[src/rtl/feeder_schedule_timer.sv]
// Feed-interval countdown and hopper portion tracker for the pet feeder.
// Requests one dispense per feed over a req/done handshake to the motor stage.
module feeder_schedule_timer #(
    parameter int         CLK_HZ_DIV   = 50000000,
    parameter logic [7:0] FEED_H       = 8'd4,
    parameter logic [7:0] FEED_M       = 8'd0,
    parameter logic [7:0] FEED_S       = 8'd0,
    parameter logic [7:0] MAX_PORTIONS = 8'd12
) (
    input  logic       clk,
    input  logic       reset,
    input  logic       feed_now,
    input  logic       refill,
    input  logic       feed_done,
    output logic       feed_req,
    output logic       ready_o,
    output logic [7:0] time_hours,
    output logic [7:0] time_minutes,
    output logic [7:0] time_seconds,
    output logic [7:0] porciones,
    output logic       empty
);

    localparam int PW = (CLK_HZ_DIV > 1) ? $clog2(CLK_HZ_DIV) : 1;
    localparam logic [PW-1:0] PRE_MAX = PW'(CLK_HZ_DIV - 1);

    localparam logic [1:0] ST_COUNTING = 2'd0;
    localparam logic [1:0] ST_FEED_REQ = 2'd1;
    localparam logic [1:0] ST_EMPTY    = 2'd2;

    logic [1:0]    state_q, state_d;
    logic [PW-1:0] pre_q, pre_d;
    logic [7:0]    h_q, h_d, m_q, m_d, s_q, s_d;
    logic [7:0]    porc_q, porc_d;
    logic          req_q, req_d;
    logic          empty_q, empty_d;
    logic          ready_q;
    logic          tick;

    assign tick  = (pre_q == PRE_MAX);
    assign pre_d = tick ? '0 : pre_q + PW'(1);

    // Decisions use the portion count held at the start of the cycle; a
    // coincident refill only updates the stored count.
    always_comb begin
        state_d = state_q;
        h_d     = h_q;
        m_d     = m_q;
        s_d     = s_q;
        porc_d  = porc_q;
        req_d   = req_q;
        empty_d = empty_q;
        case (state_q)
            ST_COUNTING: begin
                if (feed_now && porc_q != 8'd0) begin
                    h_d     = FEED_H;
                    m_d     = FEED_M;
                    s_d     = FEED_S;
                    state_d = ST_FEED_REQ;
                    req_d   = 1'b1;
                end else if (tick) begin
                    if (s_q != 8'd0) begin
                        s_d = s_q - 8'd1;
                    end else if (m_q != 8'd0) begin
                        m_d = m_q - 8'd1;
                        s_d = 8'd59;
                    end else if (h_q != 8'd0) begin
                        h_d = h_q - 8'd1;
                        m_d = 8'd59;
                        s_d = 8'd59;
                    end else if (porc_q != 8'd0) begin
                        h_d     = FEED_H;
                        m_d     = FEED_M;
                        s_d     = FEED_S;
                        state_d = ST_FEED_REQ;
                        req_d   = 1'b1;
                    end else begin
                        state_d = ST_EMPTY;
                        empty_d = 1'b1;
                    end
                end
                if (refill) begin
                    porc_d = MAX_PORTIONS;
                end
            end
            ST_FEED_REQ: begin
                if (feed_done) begin
                    state_d = ST_COUNTING;
                    req_d   = 1'b0;
                    porc_d  = refill ? MAX_PORTIONS : porc_q - 8'd1;
                end else if (refill) begin
                    porc_d = MAX_PORTIONS;
                end
            end
            ST_EMPTY: begin
                if (refill) begin
                    porc_d  = MAX_PORTIONS;
                    h_d     = FEED_H;
                    m_d     = FEED_M;
                    s_d     = FEED_S;
                    state_d = ST_COUNTING;
                    empty_d = 1'b0;
                end
            end
            default: begin
                state_d = ST_COUNTING;
                req_d   = 1'b0;
                empty_d = 1'b0;
            end
        endcase
    end

    always_ff @(posedge clk or negedge reset) begin
        if (!reset) begin
            state_q <= ST_COUNTING;
            pre_q   <= '0;
            h_q     <= FEED_H;
            m_q     <= FEED_M;
            s_q     <= FEED_S;
            porc_q  <= MAX_PORTIONS;
            req_q   <= 1'b0;
            empty_q <= 1'b0;
            ready_q <= 1'b0;
        end else begin
            state_q <= state_d;
            pre_q   <= pre_d;
            h_q     <= h_d;
            m_q     <= m_d;
            s_q     <= s_d;
            porc_q  <= porc_d;
            req_q   <= req_d;
            empty_q <= empty_d;
            ready_q <= 1'b1;
        end
    end

    assign feed_req     = req_q;
    assign ready_o      = ready_q;
    assign time_hours   = h_q;
    assign time_minutes = m_q;
    assign time_seconds = s_q;
    assign porciones    = porc_q;
    assign empty        = empty_q;

endmodule

[config.mk]
export PLATFORM = sky130hd
export DESIGN_NAME = feeder_schedule_timer
export DESIGN_NICKNAME = d
export VERILOG_FILES = /design/src/rtl/feeder_schedule_timer.sv
export SDC_FILE = /design/constraint.sdc
export NUM_CORES = 1
export LEC_CHECK = 0
export BUFFER_PORTS_ARGS = -buffer_cell sky130_fd_sc_hd__buf_4
export CAP_MARGIN = 20
export CORE_UTILIZATION = 45
export CTS_CLUSTER_SIZE = 24
export DETAILED_ROUTE_END_ITERATION = 7
export PLACE_DENSITY = 0.6
export SYNTH_ARGS = -nofsm -noshare
export SYNTH_HDL_FRONTEND = slang
export SYNTH_SLANG_ARGS = --single-unit
[constraint.sdc]
create_clock -name clk -period 5.6 [get_ports clk]
set_input_delay 0.56 -clock clk [delete_from_list [all_inputs] [get_ports clk]]
set_output_delay 0.56 -clock clk [all_outputs]
set_load 0.01 [all_outputs]
Yosys cells after proc, flatten, opt, wreduce, memory -nomap -nowiden:

Index checks and enable logic that the tools add are counted.

* register bits: 63
* logic and storage cells: 101
* input bits: 5
* output and inout bits: 35

* $add $sub $neg: 5
* reductions and logical operators: 15
* eq/ne operators: 19
* mux-type cells: 51
* bitwise logic cells: 2

Operators by type and width (number)
* $mux 8: 21
* $pmux 8 s2: 4
* $reduce_bool 8->1: 4
* $sub 8x1->8 const B: 4
* $add 26x1->26 const B: 1
* $eq 26x26->1 const B: 1
* $mux 26: 1
* $mux 2: 8
* $ne 2x2->1 const B: 8
* $ne 3x3->1 const B: 5
* $mux 1: 14
* $reduce_and 6->1: 2
* $reduce_and 8->1: 1
* $reduce_and 7->1: 1
* $ne 6x6->1 const B: 1
* $pmux 1 s3: 2
* $pmux 2 s3: 1
* $ne 5x5->1 const B: 1
* $reduce_and 5->1: 1
* $ne 4x4->1 const B: 1
* $reduce_and 4->1: 1
* $reduce_bool 2->1: 2
* $eq 2x1->1 const B: 1
* $eq 2x2->1 const B: 1
* other kinds (4): 5

Depth between registers and ports, before layout:

Gate-level depths: netlist of the first run.

* word-level depth: 8
* gate-level depth with buffers: 10
* gate-level depth less buffers: 8

Least setup slack after synthesis of the first run:

Ideal clock, no wire load.

* kind: reg2reg
* start point: register porc_q[0], in the netlist porciones[0]
* end point: register s_q[7], in the netlist time_seconds[7]
* library setup time: 0.069 ns
* path buffers: 0
* required time: 5.531 ns
* stages on the path, launching flop included: 8
* clock period less this slack: 2.313 ns
* slack: 3.287 ns
* data arrival time: 2.244 ns
* cells stage by stage: dfrtp_1 inv_1 ha_1 or3b_4 a221oi_2 nand2_1 or4_1 nand3_1

* cells in the longest elaborated chain, start to end: 4
* elaborated cells between the ends (all ways): 7
* classes of those cells: 2 x eq/ne; 2 x mux; 3 x reduce/logical

RTL lines
* from (decl): line 34 `logic [7:0] porc_q, porc_d;`
* from (signal assigned): line 130 `porc_q <= porc_d;`
* $reduce_bool 8->1 (*): line 55, 71
* $logic_and 1x1->1: line 55 `if (feed_now && porc_q != 8'd0) begin`
* $ne 6x6->1 (no source line) (tied with other cells)
* $reduce_and 4->1 (no source line) or $pmux 8 s2 (tied branches)
* to (signal assigned): line 119 `s_q <= FEED_S;`
* to (signal assigned): line 129 `s_q <= s_d;`
* to (decl): line 33 `logic [7:0] h_q, h_d, m_q, m_d, s_q, s_d;`

Every way passes the cells marked *; elsewhere a longest branch is shown, timed or not.
A chain may end at the register's enable or synchronous reset.

Worst setup path in the final report of the first run:

* start point: register pre_q[0]
* end point: register h_q[5], in the netlist time_hours[5]

* cells in the longest elaborated chain, start to end: 3

RTL lines
* from (decl): line 32 `logic [PW-1:0] pre_q, pre_d;`
* from (signal assigned): line 126 `pre_q <= pre_d;`
* $eq 26x26->1: line 40 `assign tick = (pre_q == PRE_MAX);`
* $ne 3x3->1 (no source line)
* $reduce_and 6->1 (no source line)
* to (signal assigned): line 117 `h_q <= FEED_H;`
* to (signal assigned): line 127 `h_q <= h_d;`
* to (decl): line 33

Every way passes these cells.

==> results of run 1 <==
## worst paths after layout
| kind | endpoint | slack, ns | cells after the start |
|---|---|---|---|
| min in group clk | pre_q[6] | 0.48 | 1 |
| hold reg to reg | pre_q[6] | 0.48 | 1 |
| setup / recovery | time_hours[5] | 2.87 | 7 |
| hold / removal | pre_q[16] | 0.30 | 1 |
| max in group asynchronous | time_hours[4] | 4.80 | 1 |
| setup reg to reg | time_hours[5] | 2.87 | 7 |
## layout by cell type (no fill, tap or decap), types with 3 or more instances in the layout
cell      count
or3_1         7
xnor2_1      13
a211oi_1      5
or2_2         3
a21oi_1      17
dfstp_2       3
nand2b_1      7
ha_1          8
o211ai_1      3
nor3_1       11
o22a_1        5
nor3b_1       3
inv_1        13
and3_1        9
o31ai_1       8
nand2_1      35
o21ai_1       9
clkbuf_8     10
xor2_1       16
o21ai_0      17
and4_1        5
dfrtp_1      60
nand3_1      13
buf_4        39
nand4_1       5
clkbuf_1      3
and2_1        5
nor2_1       46
## report_power, final
part,leakage (uW),internal [uW],switching (uW)
clock,0.0000936,218,170
combinational,0.000896,313,393
sequential,0.000825,550,130
## Yosys cell counts (8+ instances only)
cell type  number  area (um^2)
dfrtp_1        60         1501
nor2_1         46        172.7
nand2_1        35        131.4
a21oi_1        17        85.08
o21ai_0        17        85.08
xor2_1         16        140.1
inv_1          13        48.80
nand3_1        13        65.06
xnor2_1        13        113.9
nor3_1         11        55.05
and3_1          9        56.30
o21ai_1         9        45.04
ha_1            8        100.1
o31ai_1         8        60.06
## area by class of cell
cell class	count	area, um^2
multi-input cells	282	1763
repair buffers	39	292.8
clock inverters	3	42.54
fillers	664	3331
flip-flops and latches	63	1580
inverters	13	48.80
well taps	99	123.9
clock buffers	13	148.9
## state kept, by name (all words and copies together), names as in the netlist
name / count
empty: 1
feed_req: 1
porciones: 8
pre_q: 26
ready_o: 1
state_q: 2
time_hours: 8
time_minutes: 8
time_seconds: 8
## routing by layer
layer / vias up / global-route usage / part of all wire
met5: - / 0 / 0
met4: 0 / 0.07792 / 0.013
met3: 9 / 0.03324 / 0.034
met2: 52 / 0.2894 / 0.44
met1: 1278 / 0.2795 / 0.51
li1: 1381 / - / -
## through the flow
stage	hold WS [ns]	worst slack [ns]	instances	power (uW)
final	0.3001	2.866	512	1773
after global routing	0.3733	2.593	512	1907
after CTS	0.3313	2.823	512	1788
after detailed placement	0.4702	2.852	496	1391
after global placement	0.4703	2.903	496	1388
after floorplan	0.2644	3.287	366	1148
## kinds of logic after synthesis
kind of cell,share of synthesized area
AO/OA/AOI/OAI,0.1550
XOR/XNOR,0.07387
adder cells (fa/ha/maj),0.02911
buffers and inverters,0.02766
flip-flops,0.4596
multiplexers,0.002911
other,0.001091
AND/OR/NAND/NOR,0.2507
## worst register-to-register path: stages (launching register included)
cell and delay, ns:
dfrtp_1 0.39, ha_1 0.21, and4_1 0.21, and2b_1 0.23, and4_2 0.58, a41oi_2 0.34
or4_1 0.58, o211ai_1 0.10
==> flow_summary.ini, run 1 <==
[yosys]
synth_edf_count = 0
syn-num-nets = 379
yosys_warnings = 0
asyncSetResetFlopFracSynth = 1.000
synth_ff_type = dfrtp_1
syn_area_um2 = 3438
synthDistinctLibCells = 56
ys_seq_elements = 63
syn_inst = 366
syn_avg_cell_area_um2 = 9.394
ys_seq_area_frac = 0.4596

[setup_path]
crit_type = flop to flop
crit_required_ns = 5.85
worstSetupEndpointType = flop
crit_buf_inv = 0
worstPathMaxFanout = 22
path_delay_family = simple AND/OR/NAND/NOR gates
crit_arrival_ns = 2.98
slowest_delay_ns = 0.58
path_cells = ha_1, and4_1, and2b_1, and4_2, a41oi_2, or4_1, o211ai_1
start_kind = flop
crit_path_top_delay_cell = and4_2
r2r_start = pre_q[0]
worstSetupStartpoint = pre_q[0]

[floorplan]
rows = 31
core_region_area_um2 = 7331
die-area_um2 = 7994
io_pins = 40
start_util = 0.4690
die_h_um = 89.41
die_w_um = 89.41

[flow_run]
drv_cap = 0

[detailed_routing]
drt-initial-drc-count = 125
routed_wl_um = 7097
vias_per_cell = 5.313
drtAntennaViolNets = 0
drc = 0
num_vias = 2720
wire_per_inst_um = 13.86
dr.pass1.iters = 5

[clock_tree]
tritoncts = done
ctsResizeCount = 0
cts_sinks = 63
ctsHoldBuffers = 0
clk_latency_ns = 0.34
cts_made_buffers = 9
root_buffer = clkbuf_8
cts.path.max_buffers = 2
post-cts-setup-buffers = 0
htreeDepth = 3
clk_pin_slew_ns = 0.07

[global_routing]
grt_pass1_vias = 2556
gr-usage-all-layers = 0.1939
grt_max_degree = 64
antenna_found_initial = 0
grt_pass1_wl_um = 11900
gr-total-overflow = 0

[timing]
fmax_mhz = 365.8
finClkSkew_ns = 0.008760
worst_slew_pin_slew_ns = 0.7639
finalCritPeriodShare = 0.4882
relSlewSlack = 0.4907
rsz0062_at_grt = false
fin_crit_ns = 2.734
final.setup.tns_ns = 0
drv_slew = 0
setup_viol = 0
hold_violations = 0

[finish]
drive_above_1_share = 0.1743
design_area_um2 = 4000
n_antenna_cell = 0
final_util = 0.5457
fin_nets = 421
syn2layout_area_growth_pct = 16.34

[place]
routabilityCongestion = 0.8141
postPlaceCellArea_um2 = 3809
port_buffers = 39
hpwlAfterDp_um = 4994

[pwr]
leakage_uw = 0.001815
peakVddDrop_uv = 245.0
p_per_area_nw_per_um2 = 443.2

[outcome]
status = finished clean

[hold_path]
hold_class = input port to async pin
Power figures use the tool's default switching activity.
==> run 2, diff against run 1 <==
--- a/config.mk
+++ b/config.mk
@@ -10,7 +10,7 @@
 export CORE_UTILIZATION = 45
 export CTS_CLUSTER_SIZE = 24
 export DETAILED_ROUTE_END_ITERATION = 7
-export PLACE_DENSITY = 0.6
+export PLACE_DENSITY = 0.63
 export SYNTH_ARGS = -nofsm -noshare
 export SYNTH_HDL_FRONTEND = slang
 export SYNTH_SLANG_ARGS = --single-unit
==> constraint.sdc (replaced) <==
create_clock -name clk -period 2.4 [get_ports clk]
set_input_delay 0.24 -clock clk [delete_from_list [all_inputs] [get_ports clk]]
set_output_delay 0.24 -clock clk [all_outputs]
set_load 0.01 [all_outputs]
==> run 2 against run 1 <==
Net effect:
- the flow now finishes with violations (hold timing)
- hold slack got worse by 0.31 ns
- via count increased by 7.9%
- clock power increased to 2.7 times the previous value
- sequential share of layout area decreased by 2.2 points
- die area unchanged
- critical endpoint is now time_seconds[5]
==> flow_summary.ini, run 2 (same netlist as run 1, synthesis figures left out) <==
[outcome]
status = finished, violations left
violations = hold timing

[clock_tree]
ctsHoldBuffers = 0
clk_latency_ns = 0.34
tritoncts = done
cts_made_buffers = 9
cts.path.max_buffers = 2
cts_sinks = 63
clk_pin_slew_ns = 0.07
root_buffer = clkbuf_8
htreeDepth = 3

[detailed_routing]
num_vias = 2935
drc = 0
wire_per_inst_um = 14.47
vias_per_cell = 5.507
drt-initial-drc-count = 198
dr.pass1.iters = 4
drtAntennaViolNets = 0
routed_wl_um = 7714

[pwr]
peakVddDrop_uv = 665.2
seqPwrFrac = 0.348
leakage_uw = 0.001947
combPwrFrac = 0.419
p_int_uw = 2808
netSwitchingFraction = 0.3794
pwr-share-clk = 0.232
power_switching_uw = 1717
p_per_area_nw_per_um2 = 1068

[floorplan]
die_w_um = 89.41
die-area_um2 = 7994
core_region_area_um2 = 7331
die_h_um = 89.41
rows = 31
start_util = 0.4690
io_pins = 40

[timing]
setup_slack_ns = 0.1333
finClkSkew_ns = 0.007464
finalCritPeriodShare = 0.9445
rsz0062_at_grt = true
hold_violations = 6
drv_slew = 0
fin_crit_ns = 2.267
setup_viol = 0
relSlewSlack = 0.4608
timing.hold.ws_ns = -0.01123
fmax_mhz = 441.2
worst_slew_pin_slew_ns = 0.8088
final.setup.tns_ns = 0

[place]
port_buffers = 39
routabilityCongestion = 0.8093
pre_cts_ws_ns = 0.06610
hpwlAfterDp_um = 5124

[global_routing]
grt_max_degree = 64
grt_pass1_vias = 2656
gr-total-overflow = 0
grt_pass1_wl_um = 12430
antenna_found_initial = 0
gr-usage-all-layers = 0.2058

[finish]
syn2layout_area_growth_pct = 23.18
regMostFlops = pre_q
final_util = 0.5777
n_antenna_cell = 0
largest_reg_flops = 26
fillers = 655
final_common_cell = dfrtp_1
fin_nets = 442
drive_above_1_share = 0.2235
layout_common_cells = dfrtp_1 (60), buf_4 (58), nor2_1 (46)

[setup_path]
worstSetupEndpointType = flop
slowest_delay_ns = 0.41
start_kind = flop
path_cells = inv_1, ha_1, or3b_4, or2_4, a21o_4, o211ai_4, nor2_1, o22a_1
worstSetupStartpoint = porciones[1]
crit_required_ns = 2.62
r2r_start = porciones[1]
crit_type = flop to flop
crit_arrival_ns = 2.49
crit_path_top_delay_cell = dfrtp_1
worstPathMaxFanout = 10

[hold_path]
hold_class = input port to async pin

[flow_run]
drv_cap = 0
-- run 2: cell count changes in the layout (fill, tap and decap cells not counted), sizes merged --
cell and change:
o2111ai +1, buf +20, bufinv +1, clkinvlp -1
-- run 2: worst paths after layout --
check / slack, ns / endpoint / cells past startpoint
worst max register to register: 0.13 / time_seconds[5] / 8
max in group asynchronous: 1.88 / time_minutes[2] / 1
worst min-delay path: -0.01 / pre_q[15] / 1
worst max-delay path: 0.13 / time_seconds[5] / 8
min in group clk: 0.18 / state_q[0] / 3
worst min register to register: 0.49 / pre_q[6] / 1
-- run 2: timing repair --
item	CTS	global route
endpoints found under the setup margin	0	14
resized for setup	0	7
endpoints found under the hold margin	0	0
setup buffers	0	2
-- run 2: layout make-up --
type | instances | area [um^2] | share of cell area
clock buffers | 13 | 158.9 | 0.03752
clock inverters | 3 | 65.06 | 0.01536
inverters | 13 | 48.80 | 0.01152
multi-input cells | 283 | 1812 | 0.4278
repair buffers | 59 | 446.7 | 0.1055
well taps | 99 | 123.9 | 0.02925
flip-flops and latches | 63 | 1580 | 0.3731
-- run 2: through the flow --
step	cells	cell area, um^2	hold slack [ns]	total power [uW]
CTS	530	4168	0.02180	4471
finish	533	4235	-0.01123	4525
floorplan	366	3438	-0.05559	2679
global placement	514	3944	0.3886	3376
detailed placement	514	3944	0.3858	3398
global route	533	4235	0.04206	4875
-- run 2: power groups by stage --
| stage | clock [uW] | combinational (uW) | sequential (uW) |
|---|---|---|---|
| after detailed placement | 0 | 1820 | 1580 |
| after CTS | 1080 | 1830 | 1560 |
| after floorplan | 0 | 1060 | 1620 |
| after global routing | 1130 | 2130 | 1610 |
| after global placement | 0 | 1800 | 1570 |
| final | 1050 | 1900 | 1570 |
-- run 2: layer usage --
metal / vias up / share of wire / routed length, um / GRT usage
met5: - / 0 / 0 / 0
met4: 0 / 0.011 / 82 / 0.05628
met3: 8 / 0.044 / 340 / 0.07387
met2: 79 / 0.46 / 3540 / 0.3088
met1: 1422 / 0.49 / 3751 / 0.2815
li1: 1426 / - / - / -
-- run 2: worst max-delay path: cells and delay by family (launching register included) --
family / cells / cell delay [ns]
flops: 1 / 0.41
buf+inv: 1 / 0.07
simple gates: 3 / 0.77
compound gates: 3 / 0.76
fa+ha+maj: 1 / 0.15
